==> src/rtl/fetch_unit.sv <==
// Instruction fetch unit. It issues at most one word-aligned memory request at
// a time, waits for the response, and holds the returned instruction in a
// one-entry buffer until decode takes it. A redirect from execute squashes any
// in-flight response. The fetch then restarts at the redirect target.
module fetch_unit #(
  parameter logic [31:0] RESET_PC = 32'h0000_0000
) (
  input  logic        clk,
  input  logic        rst,
  output logic        imem_req_valid,
  input  logic        imem_req_ready,
  output logic [31:0] imem_req_addr,
  input  logic        imem_rsp_valid,
  input  logic [31:0] imem_rsp_data,
  input  logic        redirect_valid,
  input  logic [31:0] redirect_pc,
  output logic        id_valid,
  input  logic        id_ready,
  output logic [31:0] id_instr,
  output logic [31:0] id_pc
);

  // IDLE: free to request. WAIT: response pending and wanted.
  // DROP: response pending but stale, so it is discarded on arrival.
  typedef enum logic [1:0] {
    IDLE = 2'd0,
    WAIT = 2'd1,
    DROP = 2'd2
  } state_t;

  localparam logic [31:0] ALIGN_MASK = 32'hFFFF_FFFC;

  state_t      state_q, state_d;
  logic [31:0] pc_q, pc_d;
  logic [31:0] req_pc_q, req_pc_d;
  logic        id_valid_q, id_valid_d;
  logic [31:0] id_instr_q, id_instr_d;
  logic [31:0] id_pc_q, id_pc_d;

  logic        buf_free;
  logic        req_fire;

  // Request handshake: only ask for a new word when the buffer can take it.
  always_comb begin
    buf_free       = !id_valid_q || id_ready;
    imem_req_addr  = pc_q & ALIGN_MASK;
    imem_req_valid = !rst && (state_q == IDLE) && !redirect_valid && buf_free;
    req_fire       = imem_req_valid && imem_req_ready;
  end

  // Next-state logic for the FSM, the PCs and the decode buffer.
  always_comb begin
    state_d    = state_q;
    pc_d       = pc_q;
    req_pc_d   = req_pc_q;
    id_valid_d = id_valid_q;
    id_instr_d = id_instr_q;
    id_pc_d    = id_pc_q;

    // Decode consumed the buffered word; a load below may refill it.
    if (id_valid_q && id_ready) begin
      id_valid_d = 1'b0;
    end

    case (state_q)
      IDLE: begin
        if (req_fire) begin
          req_pc_d = imem_req_addr;
          pc_d     = imem_req_addr + 32'd4;
          state_d  = WAIT;
        end
      end
      WAIT: begin
        if (imem_rsp_valid) begin
          if (!redirect_valid) begin
            id_instr_d = imem_rsp_data;
            id_pc_d    = req_pc_q;
            id_valid_d = 1'b1;
          end
          state_d = IDLE;
        end else if (redirect_valid) begin
          state_d = DROP;
        end
      end
      DROP: begin
        if (imem_rsp_valid) begin
          state_d = IDLE;
        end
      end
      default: begin
        state_d = IDLE;
      end
    endcase

    // A redirect wins over everything: new PC, buffered word squashed.
    if (redirect_valid) begin
      pc_d       = redirect_pc & ALIGN_MASK;
      id_valid_d = 1'b0;
    end
  end

  // State registers with synchronous reset.
  always_ff @(posedge clk) begin
    if (rst) begin
      state_q    <= IDLE;
      pc_q       <= RESET_PC;
      req_pc_q   <= 32'h0;
      id_valid_q <= 1'b0;
      id_instr_q <= 32'h0;
      id_pc_q    <= 32'h0;
    end else begin
      state_q    <= state_d;
      pc_q       <= pc_d;
      req_pc_q   <= req_pc_d;
      id_valid_q <= id_valid_d;
      id_instr_q <= id_instr_d;
      id_pc_q    <= id_pc_d;
    end
  end

  // Decode-side outputs come straight from the buffer.
  always_comb begin
    id_valid = id_valid_q;
    id_instr = id_instr_q;
    id_pc    = id_pc_q;
  end

endmodule
==> config.mk <==
export PLATFORM = sky130hd
export DESIGN_NAME = fetch_unit
export DESIGN_NICKNAME = d
export VERILOG_FILES = /design/src/rtl/fetch_unit.sv
export SDC_FILE = /design/constraint.sdc
export NUM_CORES = 1
export LEC_CHECK = 0
export ABC_AREA = 1
export CORE_MARGIN = 10
export CORE_UTILIZATION = 43
export DETAILED_ROUTE_END_ITERATION = 10
export GPL_ROUTABILITY_DRIVEN = 1
export PLACE_DENSITY = 0.77
export SYNTH_ARGS = -nofsm -noshare
export SYNTH_HDL_FRONTEND = slang
export SYNTH_SLANG_ARGS = --single-unit
==> constraint.sdc <==
create_clock -name clk -period 1.5 [get_ports clk]
set_input_delay 0.3 -clock clk [delete_from_list [all_inputs] [get_ports clk]]
set_output_delay 0.3 -clock clk [all_outputs]
set_load 0.01 [all_outputs]
### Word-level counts from Yosys, hierarchy flattened

Index checks and enable logic that the tools add are counted.

| storage, ports and cells | value |
|---|---|
| register bits after elaboration | 127 |
| output and inout bits | 98 |
| logic and storage cells | 42 |

| operators by class | value |
|---|---|
| $add $sub $neg | 1 |
| equal/unequal tests | 5 |
| muxes and demuxes | 11 |
| bitwise logic cells | 1 |
| reductions and logical operators | 17 |

Operator list:

| operator | count |
|---|---|
| 32-bit 2-to-1 mux | 3 |
| 32-bit by 3-bit adder with 32-bit output (second input constant) | 1 |
| 2-bit 2-to-1 mux | 4 |
| 2-bit case mux with 3 select lines | 1 |
| 3-bit AND reduction | 2 |
| 1-bit logical AND | 5 |
| 2-bit inequality test (second input constant) | 2 |
| 2-bit AND reduction | 2 |
| 2-bit nonzero test | 2 |
| 1-bit zero test | 3 |
| 1-bit 2-to-1 mux | 3 |
| 3-bit inequality test (second input constant) | 1 |
| 2-bit by 1-bit equality test with 1-bit output (second input constant) | 1 |
| 2-bit equality test (second input constant) | 1 |
| 2-bit zero test | 1 |
| 2-bit OR reduction | 1 |
| 1-bit logical OR | 1 |
| 1-bit inverter | 1 |

### Depth between registers and ports, before layout

Gate-level depths: netlist of run 1.

| logic depth | value |
|---|---|
| word-level depth | 8 |
| gate-level depth with buffers | 11 |
| depth with buffers taken out | 11 |

### Least setup slack after synthesis of run 1

Ideal clock, no wire load.

| path | value |
|---|---|
| kind | reg-to-reg |
| start point | register pc_q[3] |
| end point | register pc_q[20] |
| arrival time | 1.393 ns |
| data required time | 1.372 ns |
| setup slack | -0.021 ns |
| stages on the path, launching flop included | 11 |
| path buffers | 0 |
| cell sequence | dfxtp_1 > ha_1 > nand2_1 > nor2_2 > nand2_1 > inv_1 > nand2_1 > o21ai_0 > nand2_1 > nor2_1 > nor2_1 |

| on the way | value |
|---|---|
| cells in the longest elaborated chain, start to end | 4 |

RTL lines:

| item | line | RTL |
|---|---|---|
| start: declaration | 34 | `logic [31:0] pc_q, pc_d;` |
| start signal: assignment | 113 | `pc_q <= pc_d;` |
| 32-bit by 3-bit adder with 32-bit output | 69 | `pc_d = imem_req_addr + 32'd4;` |
| 32-bit 2-to-1 mux | 67 | `if (req_fire) begin` |
| 32-bit 2-to-1 mux | 65 | `case (state_q)` |
| 32-bit 2-to-1 mux | 96 | `if (redirect_valid) begin` |

No other way between the ends. The select of a mux whose other input is x is not followed.
A chain may end at the register's enable or synchronous reset.

### Final worst setup path of run 1

| path | value |
|---|---|
| start point | register pc_q[11] |
| end point | register pc_q[24] |

The elaborated chain is that of the path after synthesis.

==> results of run 1 <==
-- cell usage after synthesis (3+ instances only) --
library cell  count
nor2_1          195
nand2_1         140
dfxtp_1         125
o21ai_0          98
inv_1            68
nand3_1          47
a21oi_1          23
buf_2            17
clkbuf_1         14
nor2_2            8
a211oi_2          7
nor3_1            7
nand3_2           6
a21oi_2           5
a31oi_1           5
buf_4             5
buf_6             5
and2_1            3
inv_2             3
-- timing repair --
action / in CTS / in global routing
setup endpoints to repair: 177 / 104
resized for setup: 136 / 78
cloned: 0 / 2
hold endpoints to repair: 0 / 0
setup buffers: 2 / 6
pin swaps: 5 / 23
-- routing by layer --
metal,vias to the layer above,GRT usage (%)
li1,2970,-
met1,2786,24.2
met2,231,31.7
met3,42,4.97
met4,0,7.56
met5,-,0
-- flip-flops by register name, summed over array words and instances, names as in the netlist --
register,count
id_valid,1
pc_q,30
req_pc_q,30
state_q,2
id_instr,32
id_pc,30
-- metrics by stage --
stage | power (W) | cells | instance area [um2]
5_1_grt | 0.00890 | 1192 | 8650
2_1_floorplan | 0.00400 | 804 | 5620
4_1_cts | 0.00858 | 1185 | 8330
3_3_place_gp | 0.00450 | 1151 | 7720
3_5_place_dp | 0.00452 | 1151 | 7720
6_report | 0.00860 | 1192 | 8650
-- worst max path at each step --
stage                                startpoint               endpoint  cells after the start
final                     pc_q[11]$_SDFFE_PP0P_  pc_q[24]$_SDFFE_PP0P_                      9
after floorplan            pc_q[3]$_SDFFE_PP0P_  pc_q[20]$_SDFFE_PP0P_                     10
after global routing      pc_q[10]$_SDFFE_PP0P_  pc_q[24]$_SDFFE_PP0P_                      9
after detailed placement         redirect_valid  pc_q[11]$_SDFFE_PP0P_                      8
after global placement           redirect_valid  pc_q[11]$_SDFFE_PP0P_                      8
after CTS                              id_ready         imem_req_valid                      6
-- cells by family (layout without fill, tap and decap cells) --
family / count (synthesis) / count (layout) / synth area share, %
flops: 125 / 125 / 44.7
simple gates: 412 / 412 / 30.7
xor+xnor: 4 / 4 / 0.625
other cells: 1 / 4 / 0.0669
fa+ha+maj: 1 / 1 / 0.223
buf+inv: 115 / 331 / 9.31
compound gates: 143 / 143 / 14.4
-- final cells by class --
cell class | count | area, um2 | share of cell area, %
Multi-Input combinational cell | 564 | 2860 | 33.1
Timing Repair Buffer | 228 | 2180 | 25.2
Tap cell | 172 | 215 | 2.49
Clock buffer | 26 | 519 | 6.00
Inverter | 71 | 269 | 3.11
Sequential cell | 125 | 2530 | 29.2
Clock inverter | 6 | 80.1 | 0.925
-- worst reg2reg max path: cells and delay by family (launching register included) --
kind                   cells  cell delay (ns)
DFF                        1             0.35
and+or+nand+nor            7             0.77
buffers and inverters      1             0.17
AOI/OAI and AO/OA          1             0.17
-- cell usage in the layout, fill, tap and decap left out, types with 8 or more instances in the layout --
| master | Yosys | routed |
|---|---|---|
| dfxtp_2 | 0 | 16 |
| buf_12 | 0 | 9 |
| nor2_1 | 195 | 165 |
| dfxtp_1 | 125 | 108 |
| clkbuf_16 | 0 | 19 |
| inv_1 | 68 | 65 |
| nand3_1 | 47 | 45 |
| o21ai_0 | 98 | 95 |
| nor2_2 | 8 | 24 |
| nand2_1 | 140 | 128 |
| nor2_4 | 1 | 15 |
| dlygate4sd2_1 | 0 | 84 |
| clkdlybuf4s50_1 | 0 | 64 |
| a21oi_1 | 23 | 23 |
| buf_4 | 5 | 48 |
| buf_6 | 5 | 8 |
-- power by group --
part           switching, W  leakage, nW  internal (W)
Sequential         0.000102         1.02       0.00345
Clock               0.00142        0.300       0.00270
Combinational      0.000474         2.83      0.000465
==> impl_metrics.env, run 1 <==
export IMPL_outcome="finished, violations left"
export IMPL_violations="setup timing"
export IMPL_critPathSlowestCell="dfxtp_1"
export IMPL_synth_seq_cells=125
export IMPL_die_area_um2=18000
export IMPL_drtIter0Drc=393
export IMPL_crit_family="simple AND/OR/NAND/NOR gates"
export IMPL_clock_sinks=125
export IMPL_layout_drive_gt1_share_pct=19.8
export IMPL_syn_avg_cell_area_um2=7.00
export IMPL_finalHoldViolCount=0
export IMPL_grt_pass1_vias=5713
export IMPL_wl_met1_um=8240
export IMPL_die_h_um=134
export IMPL_cts_root_buf="clkbuf_16"
export IMPL_clkTransAtPathRegs_ns=0.06
export IMPL_wl_per_cell_um=15.7
export IMPL_rrSetupSlack_ns=-0.08
export IMPL_hold_ws_ns=0.242
export IMPL_utilization_pct=68.3
export IMPL_yosysTopAreaCellShare_pct=44.7
export IMPL_dr_wl_met2_um=8810
export IMPL_hpwl_um=12900
export IMPL_r2r_end="pc_q[24]$_SDFFE_PP0P_"
export IMPL_coreArea_um2=12700
export IMPL_n_fill_cell=1087
export IMPL_worst_path_most_repeated_cell="nand2_1"
export IMPL_finalCritPeriodShare_pct=105
export IMPL_finalWirelength_um=18700
export IMPL_fp_row_count=41
export IMPL_cts_htree_levels=4
export IMPL_route_detailed_drc=0
export IMPL_hold_path_class="in2reg"
export IMPL_finalSetupViolCount=1
export IMPL_area_growth_syn_to_layout_pct=54.4
export IMPL_cpPeakStageDelay_ns=0.35
export IMPL_irDropWorstVdd_mv=0.866
export IMPL_ys_warn_count=0
export IMPL_grt_max_degree=61
export IMPL_routabilityCongestion=0.863
export IMPL_power_density_nw_per_um2=994
export IMPL_ys_seq_area_share_pct=44.7
export IMPL_synth_edf_count=0
export IMPL_synthCells=801
export IMPL_worst_path_buf_inv=1
export IMPL_dpl_worst_slack_ns=-0.547
export IMPL_min_to="id_valid$_SDFF_PP0_"
export IMPL_first_pass_iters=5
export IMPL_clock_fmax_ghz=0.634
export IMPL_antenna_found_initial=0
export IMPL_ys_types=36
export IMPL_top_layer="met4"
export IMPL_finalSetupTns_ns=-0.0780
export IMPL_maxCapViolations=0
export IMPL_reg2regPathDepth=9
export IMPL_insertion_delay_ns=0.42
export IMPL_rsz0062_at_grt="yes"
export IMPL_startpoint_type="flop"
export IMPL_clockBufferDepth=2
export IMPL_finalCriticalPeriod_ns=1.58
export IMPL_die_width_um=134
export IMPL_wl_met3_um=1210
export IMPL_async_flop_share_pct=0
export IMPL_timing_final_ws_setup_ns=-0.0780
export IMPL_yosysTopAreaCell="dfxtp_1"
export IMPL_worstPathRequired_ns=1.83
export IMPL_via_count=6029
export IMPL_r2r_start="pc_q[11]$_SDFFE_PP0P_"
export IMPL_ant_nets=0
export IMPL_p_leak_nw=4.15
export IMPL_io_buffers=161
export IMPL_arrival_ns=1.91
export IMPL_antennaDiodeCount=0
export IMPL_ioPinCount=168
export IMPL_cts_hold_buf=0
export IMPL_skew_ns=0.00601
export IMPL_slew_viol_final=0
export IMPL_synth_area_leaders="dfxtp_1, nor2_1, nand2_1"
export IMPL_worstSetupPathType="reg2reg"
export IMPL_ys_flop_type="dfxtp_1"
export IMPL_grt_usage_pct=19.5
export IMPL_crit_fanout=3
export IMPL_drt_vias_per_instance=5.06
export IMPL_tritoncts="built"
export IMPL_gr_total_overflow=0
export IMPL_syn_area_um2=5600
export IMPL_min_path_cells=4
export IMPL_cp_end_kind="flop"
export IMPL_initial_utilization_pct=44.2
export IMPL_path_cells="nand2_1 -> buf_4 -> nor2_1 -> nand2_1 -> nor2_4 -> nand2_1 -> nand2_1 -> nand3_1 -> a21oi_1"
export IMPL_grt_pass1_wl_um=28600
export IMPL_hold_start="id_ready"
export IMPL_nets=1078
export IMPL_cts_buffers=17
(Power assumes the default switching activity.)
==> inputs of run 2 (changes only) <==
--- a/config.mk
+++ b/config.mk
@@ -7,10 +7,11 @@
 export LEC_CHECK = 0
 export ABC_AREA = 1
 export CORE_MARGIN = 10
-export CORE_UTILIZATION = 43
+export CORE_UTILIZATION = 44
+export CTS_BUF_LIST = sky130_fd_sc_hd__clkbuf_8
 export DETAILED_ROUTE_END_ITERATION = 10
 export GPL_ROUTABILITY_DRIVEN = 1
-export PLACE_DENSITY = 0.77
+export PLACE_DENSITY = 0.79
 export SYNTH_ARGS = -nofsm -noshare
 export SYNTH_HDL_FRONTEND = slang
 export SYNTH_SLANG_ARGS = --single-unit
==> run 2 against run 1 <==
Effect of this change: the run now ends clean; clock skew increased by 0.0073 ns; sequential power about the same; non-clock buffer count decreased by 12; core utilization decreased by 2.5 points; largest power group is now registers.
==> impl_metrics.env, run 2 (synthesis gave the netlist of run 1 again) <==
export IMPL_outcome="finished clean"
export IMPL_timing_final_ws_setup_ns=0.0409
export IMPL_p_leak_nw=3.96
export IMPL_coreArea_um2=12600
export IMPL_clockBufferDepth=2
export IMPL_layout_commonest_cell="nor2_1"
export IMPL_worstSetupPathType="reg2reg"
export IMPL_multiInputGateArea_um2=2760
export IMPL_grt_usage_pct=19.3
export IMPL_die_h_um=133
export IMPL_finalSetupViolCount=0
export IMPL_slew_viol_final=0
export IMPL_worst_pin_slew_ns=0.504
export IMPL_maxCapViolations=0
export IMPL_cts_htree_levels=4
export IMPL_via_count=5880
export IMPL_hpwl_um=12700
export IMPL_finalWirelength_um=17800
export IMPL_insertion_delay_ns=0.44
export IMPL_cts_buffers=17
export IMPL_grt_pass1_wl_um=28200
export IMPL_antenna_found_initial=0
export IMPL_drtIter0Drc=407
export IMPL_n_fill_cell=1099
export IMPL_die_width_um=133
export IMPL_dpl_worst_slack_ns=-0.551
export IMPL_slew_headroom_pct=66.4
export IMPL_initial_utilization_pct=44.6
export IMPL_cp_end_kind="flop"
export IMPL_first_pass_iters=6
export IMPL_ant_nets=0
export IMPL_hold_ws_ns=0.328
export IMPL_route_detailed_drc=0
export IMPL_clock_fmax_ghz=0.685
export IMPL_nets=1066
export IMPL_cts_hold_buf=0
export IMPL_finalSetupTns_ns=0
export IMPL_arrival_ns=1.81
export IMPL_layout_drive_gt1_share_pct=18.2
export IMPL_finalCriticalPeriod_ns=1.46
export IMPL_irDropWorstVdd_mv=0.358
export IMPL_rsz0062_at_grt="yes"
export IMPL_startpoint_type="flop"
export IMPL_layout_common_cells="nor2_1, nand2_1, dfxtp_1"
export IMPL_largest_reg_flops=32
export IMPL_power_density_nw_per_um2=949
export IMPL_skew_ns=0.0133
export IMPL_drt_vias_per_instance=4.98
export IMPL_wl_per_cell_um=15.1
export IMPL_regArea_um2=2540
export IMPL_fp_row_count=41
export IMPL_power_w=0.00785
export IMPL_worstPathRequired_ns=1.85
export IMPL_cts_root_buf="clkbuf_8"
export IMPL_grt_pass1_vias=5601
export IMPL_finalHoldViolCount=0
export IMPL_ioPinCount=168
export IMPL_die_area_um2=17700
export IMPL_clkTransAtPathRegs_ns=0.08
export IMPL_io_buffers=161
export IMPL_tritoncts="built"
export IMPL_crit_fanout=5
export IMPL_antennaDiodeCount=0
export IMPL_routabilityCongestion=0.864
export IMPL_gr_total_overflow=0
export IMPL_finalCritPeriodShare_pct=97.3
export IMPL_grt_max_degree=49
export IMPL_clock_sinks=125
export IMPL_hold_path_class="in2reg"
export IMPL_area_growth_syn_to_layout_pct=47.6
==> run 2: cell types whose count changed in the layout (fill, tap and decap cells not counted), moves of 5 or more <==
cell / delta
clkbuf_8: +14
buf_6: -5
nand3_2: +5
buf_4: -5
nor2_1: +16
nor2_4: -5
clkbuf_16: -19
nor2_2: -11
==> run 2: critical path, stage by stage, from the launching register on <==
cell	delay, ns
dfxtp_4	0.37
ha_4	0.15
nand2_4	0.06
nor2_4	0.15
nand2_4	0.12
nor2_4	0.14
buf_6	0.12
nand2_4	0.04
nand2_2	0.07
nand3_2	0.06
nand2_1	0.05
inv_1	0.03
==> run 2: repair_timing <==
item	CTS	global route
pin swaps	4	14
buffers inserted	2	1
setup endpoints to repair	170	95
gates resized for setup	144	56
==> run 2: per-stage QoR <==
step / utilization [%] / cell area [um2] / instances
final: 65.8 / 8270 / 1180
after global routing: 65.8 / 8270 / 1180
after CTS: 64.8 / 8150 / 1180
after detailed placement: 61.2 / 7690 / 1146
after global placement: 61.2 / 7690 / 1146
after floorplan: - / 5620 / 804
==> run 2: path summary, 6_finish.rpt <==
path,from,end,slack [ns],depth (start not counted)
min,rst,id_valid$_SDFF_PP0_,0.33,4
min reg2reg,req_pc_q[15]$_SDFFE_PP0P_,id_pc[15]$_SDFFE_PP0P_,0.48,2
max,pc_q[2]$_SDFFE_PP0P_,pc_q[28]$_SDFFE_PP0P_,0.04,11
max reg2reg,pc_q[2]$_SDFFE_PP0P_,pc_q[28]$_SDFFE_PP0P_,0.04,11
==> run 2: area by class of cell <==
class	instances	area share, %
Clock buffer	20	3.33
Clock inverter	12	2.33
Timing Repair Buffer	216	24.4
Inverter	71	3.28
Sequential cell	125	30.7
Tap cell	172	2.60
Multi-Input combinational cell	564	33.4
==> run 2: metal layers <==
metal | global-route usage [%] | share of wire [%] | vias to the layer above | wire length (um)
met4 | 6.66 | 2.3 | 0 | 403
li1 | - | - | 2934 | -
met1 | 23.7 | 43 | 2677 | 7570
met3 | 5.07 | 7.7 | 35 | 1370
met2 | 32.0 | 47 | 234 | 8450
met5 | 0 | 0 | - | 0
==> run 2: report_power, final <==
part	internal [W]	switching (W)
combinational	0.000437	0.000450
clock	0.00210	0.00133
sequential	0.00344	0.000101
total	0.00597	0.00188
==> inputs of run 3 (changes only) <==
--- a/config.mk
+++ b/config.mk
@@ -7,11 +7,10 @@
 export LEC_CHECK = 0
 export ABC_AREA = 1
 export CORE_MARGIN = 10
-export CORE_UTILIZATION = 44
+export CORE_UTILIZATION = 30
 export CTS_BUF_LIST = sky130_fd_sc_hd__clkbuf_8
 export DETAILED_ROUTE_END_ITERATION = 10
 export GPL_ROUTABILITY_DRIVEN = 1
-export PLACE_DENSITY = 0.79
 export SYNTH_ARGS = -nofsm -noshare
 export SYNTH_HDL_FRONTEND = slang
 export SYNTH_SLANG_ARGS = --single-unit
==> run 3 against run 2 <==
Effect of this change: via count shrank 1.8%; largest power group unchanged; sequential power is essentially flat; final area grew 2.3%; flip-flop and latch count is the same; sequential share of layout area shrank 0.56 points; register-to-register slack is essentially flat; power shrank 3.6%; die area grew 39%; clock skew shrank 0.0022 ns; maximum frequency shrank 0.58%; count of clock-buffer cells in the layout is the same.
==> impl_metrics.env, run 3 (synthesis gave the netlist of run 1 again) <==
export IMPL_p_clk_share_pct=41.0
export IMPL_clockBufferDepth=2
export IMPL_via_count=5776
export IMPL_critPathSlowestCell="clkdlybuf4s50_1"
export IMPL_layout_commonest_cell="nor2_1"
export IMPL_clkTransAtPathRegs_ns=0.07
export IMPL_slew_viol_final=0
export IMPL_grt_max_degree=63
export IMPL_antenna_found_initial=1
export IMPL_wl_per_cell_um=16.0
export IMPL_worst_pin_slew_ns=0.508
export IMPL_dr_wl_met2_um=9090
export IMPL_skew_ns=0.0111
export IMPL_post_dp_cell_area_um2=7830
export IMPL_nets=1081
export IMPL_ioPinCount=168
export IMPL_final_area_um2=8460
export IMPL_clock_fmax_ghz=0.681
export IMPL_startpoint_type="input port"
export IMPL_irDropWorstVdd_mv=0.578
export IMPL_cts_htree_levels=4
export IMPL_rsz0062_at_grt="yes"
export IMPL_finalHoldViolCount=0
export IMPL_grt_pass1_vias=5638
export IMPL_die_h_um=157
export IMPL_layout_common_cells="nor2_1, nand2_1, dfxtp_1"
export IMPL_pwr_share_comb_pct=12.2
export IMPL_first_pass_iters=5
export IMPL_worstPathRequired_ns=1.20
export IMPL_fp_row_count=49
export IMPL_grt_pass1_wl_um=29900
export IMPL_cpPeakStageDelay_ns=0.45
export IMPL_cts_root_buf="clkbuf_8"
export IMPL_finalCritPeriodShare_pct=97.8
export IMPL_seq_power_share_pct=46.8
export IMPL_gr_total_overflow=0
export IMPL_antennaDiodeCount=0
export IMPL_ant_nets=0
export IMPL_wl_met3_um=1410
export IMPL_finalSetupViolCount=0
export IMPL_power_density_nw_per_um2=894
export IMPL_cts_buffers=17
export IMPL_hpwl_um=13700
export IMPL_cp_end_kind="primary output"
export IMPL_crit_fanout=2
export IMPL_maxCapViolations=0
export IMPL_grt_usage_pct=15.2
export IMPL_finalCriticalPeriod_ns=1.47
export IMPL_wl_met1_um=9320
export IMPL_initial_utilization_pct=30.9
export IMPL_arrival_ns=1.17
export IMPL_n_fill_cell=1898
export IMPL_p_leak_nw=4.00
export IMPL_hold_path_class="in2reg"
export IMPL_p_switching_w=0.00191
export IMPL_outcome="finished clean"
export IMPL_die_area_um2=24500
export IMPL_slew_headroom_pct=66.1
export IMPL_area_growth_syn_to_layout_pct=51.0
export IMPL_insertion_delay_ns=0.43
export IMPL_p_int_w=0.00565
export IMPL_drt_vias_per_instance=4.62
export IMPL_drtIter0Drc=324
export IMPL_tritoncts="built"
export IMPL_die_width_um=157
export IMPL_route_detailed_drc=0
export IMPL_layout_drive_gt1_share_pct=20.5
export IMPL_place_inst=1212
export IMPL_path_cells="clkdlybuf4s50_1 -> inv_1 -> nand2_1 -> nand3_4 -> inv_2 -> buf_6"
export IMPL_swShare_pct=25.3
export IMPL_timing_final_ws_setup_ns=0.0323
export IMPL_finalSetupTns_ns=0
export IMPL_coreArea_um2=18100
export IMPL_top_layer="met4"
export IMPL_layoutNonFillerInstCount=1251
export IMPL_io_buffers=161
export IMPL_clock_sinks=125
export IMPL_finalWirelength_um=20000
export IMPL_worstSetupPathType="in2out"
export IMPL_routabilityCongestion=0.850
export IMPL_largest_reg_flops=32
export IMPL_cts_hold_buf=0
export IMPL_dpl_worst_slack_ns=-0.469
==> run 3: changes by cell type in the layout (fill, tap and decap cells not counted), moves of 2 or more <==
| cell | change |
|---|---|
| dfxtp_1 | -7 |
| inv_1 | -2 |
| clkinv_2 | +3 |
| nand2_2 | +2 |
| clkdlybuf4s15_1 | +2 |
| dfxtp_2 | +6 |
| clkbuf_16 | +3 |
| bufinv_16 | -2 |
| buf_6 | +3 |
| buf_2 | +3 |
| dlygate4sd2_1 | -5 |
| buf_4 | +10 |
==> run 3: path summary, 6_finish.rpt <==
kind	endpoint	startpoint	cells past startpoint	slack, ns
max reg2reg	pc_q[28]$_SDFFE_PP0P_	pc_q[2]$_SDFFE_PP0P_	11	0.04
min reg2reg	req_pc_q[4]$_SDFFE_PP0P_	req_pc_q[4]$_SDFFE_PP0P_	2	0.49
min	id_valid$_SDFF_PP0_	rst	4	0.34
max	imem_req_valid	id_ready	6	0.03
==> run 3: cell type report <==
class,instances,area [um2],share of cell area [%]
clock inverter,11,141,1.67
clock buffer,20,275,3.25
inverter,71,269,3.18
multi-input combinational,564,2760,32.6
tap,229,287,3.39
sequential,125,2550,30.2
timing repair buffer,231,2180,25.7
==> run 3: timing repair <==
item | in CTS | in global routing
buffers inserted | 1 | 3
pin swaps | 2 | 16
gates resized for setup | 155 | 62
endpoints found under the setup margin | 112 | 101
cloned | 0 | 4
==> run 3: worst max-delay path: cells and delay by family <==
family,cells,cell delay (ns)
buffers and inverters,4,0.63
AND/OR/NAND/NOR,2,0.23
==> run 3: routing by layer <==
metal / track usage, % / vias to the layer above
met1: 19.3 / 2615
met2: 24.5 / 177
met4: 4.27 / 0
li1: - / 2968
met3: 4.63 / 16
met5: 0 / -
==> run 3: power by group through the flow <==
stage               logic (W)  clock network, W  registers [W]
detailed placement   0.000944                 0        0.00361
floorplan            0.000376                 0        0.00362
finish               0.000922           0.00310        0.00354
global route          0.00102           0.00334        0.00355
CTS                  0.000911           0.00319        0.00353
global placement     0.000938                 0        0.00361
==> run 3: through the flow <==
stage	hold WS, ns	total power [W]	util [%]
after floorplan	0.435	0.00400	-
after global placement	0.464	0.00455	43.1
after detailed placement	0.466	0.00455	43.1
after CTS	0.308	0.00764	45.4
after global routing	0.331	0.00791	46.6
final	0.345	0.00757	46.6
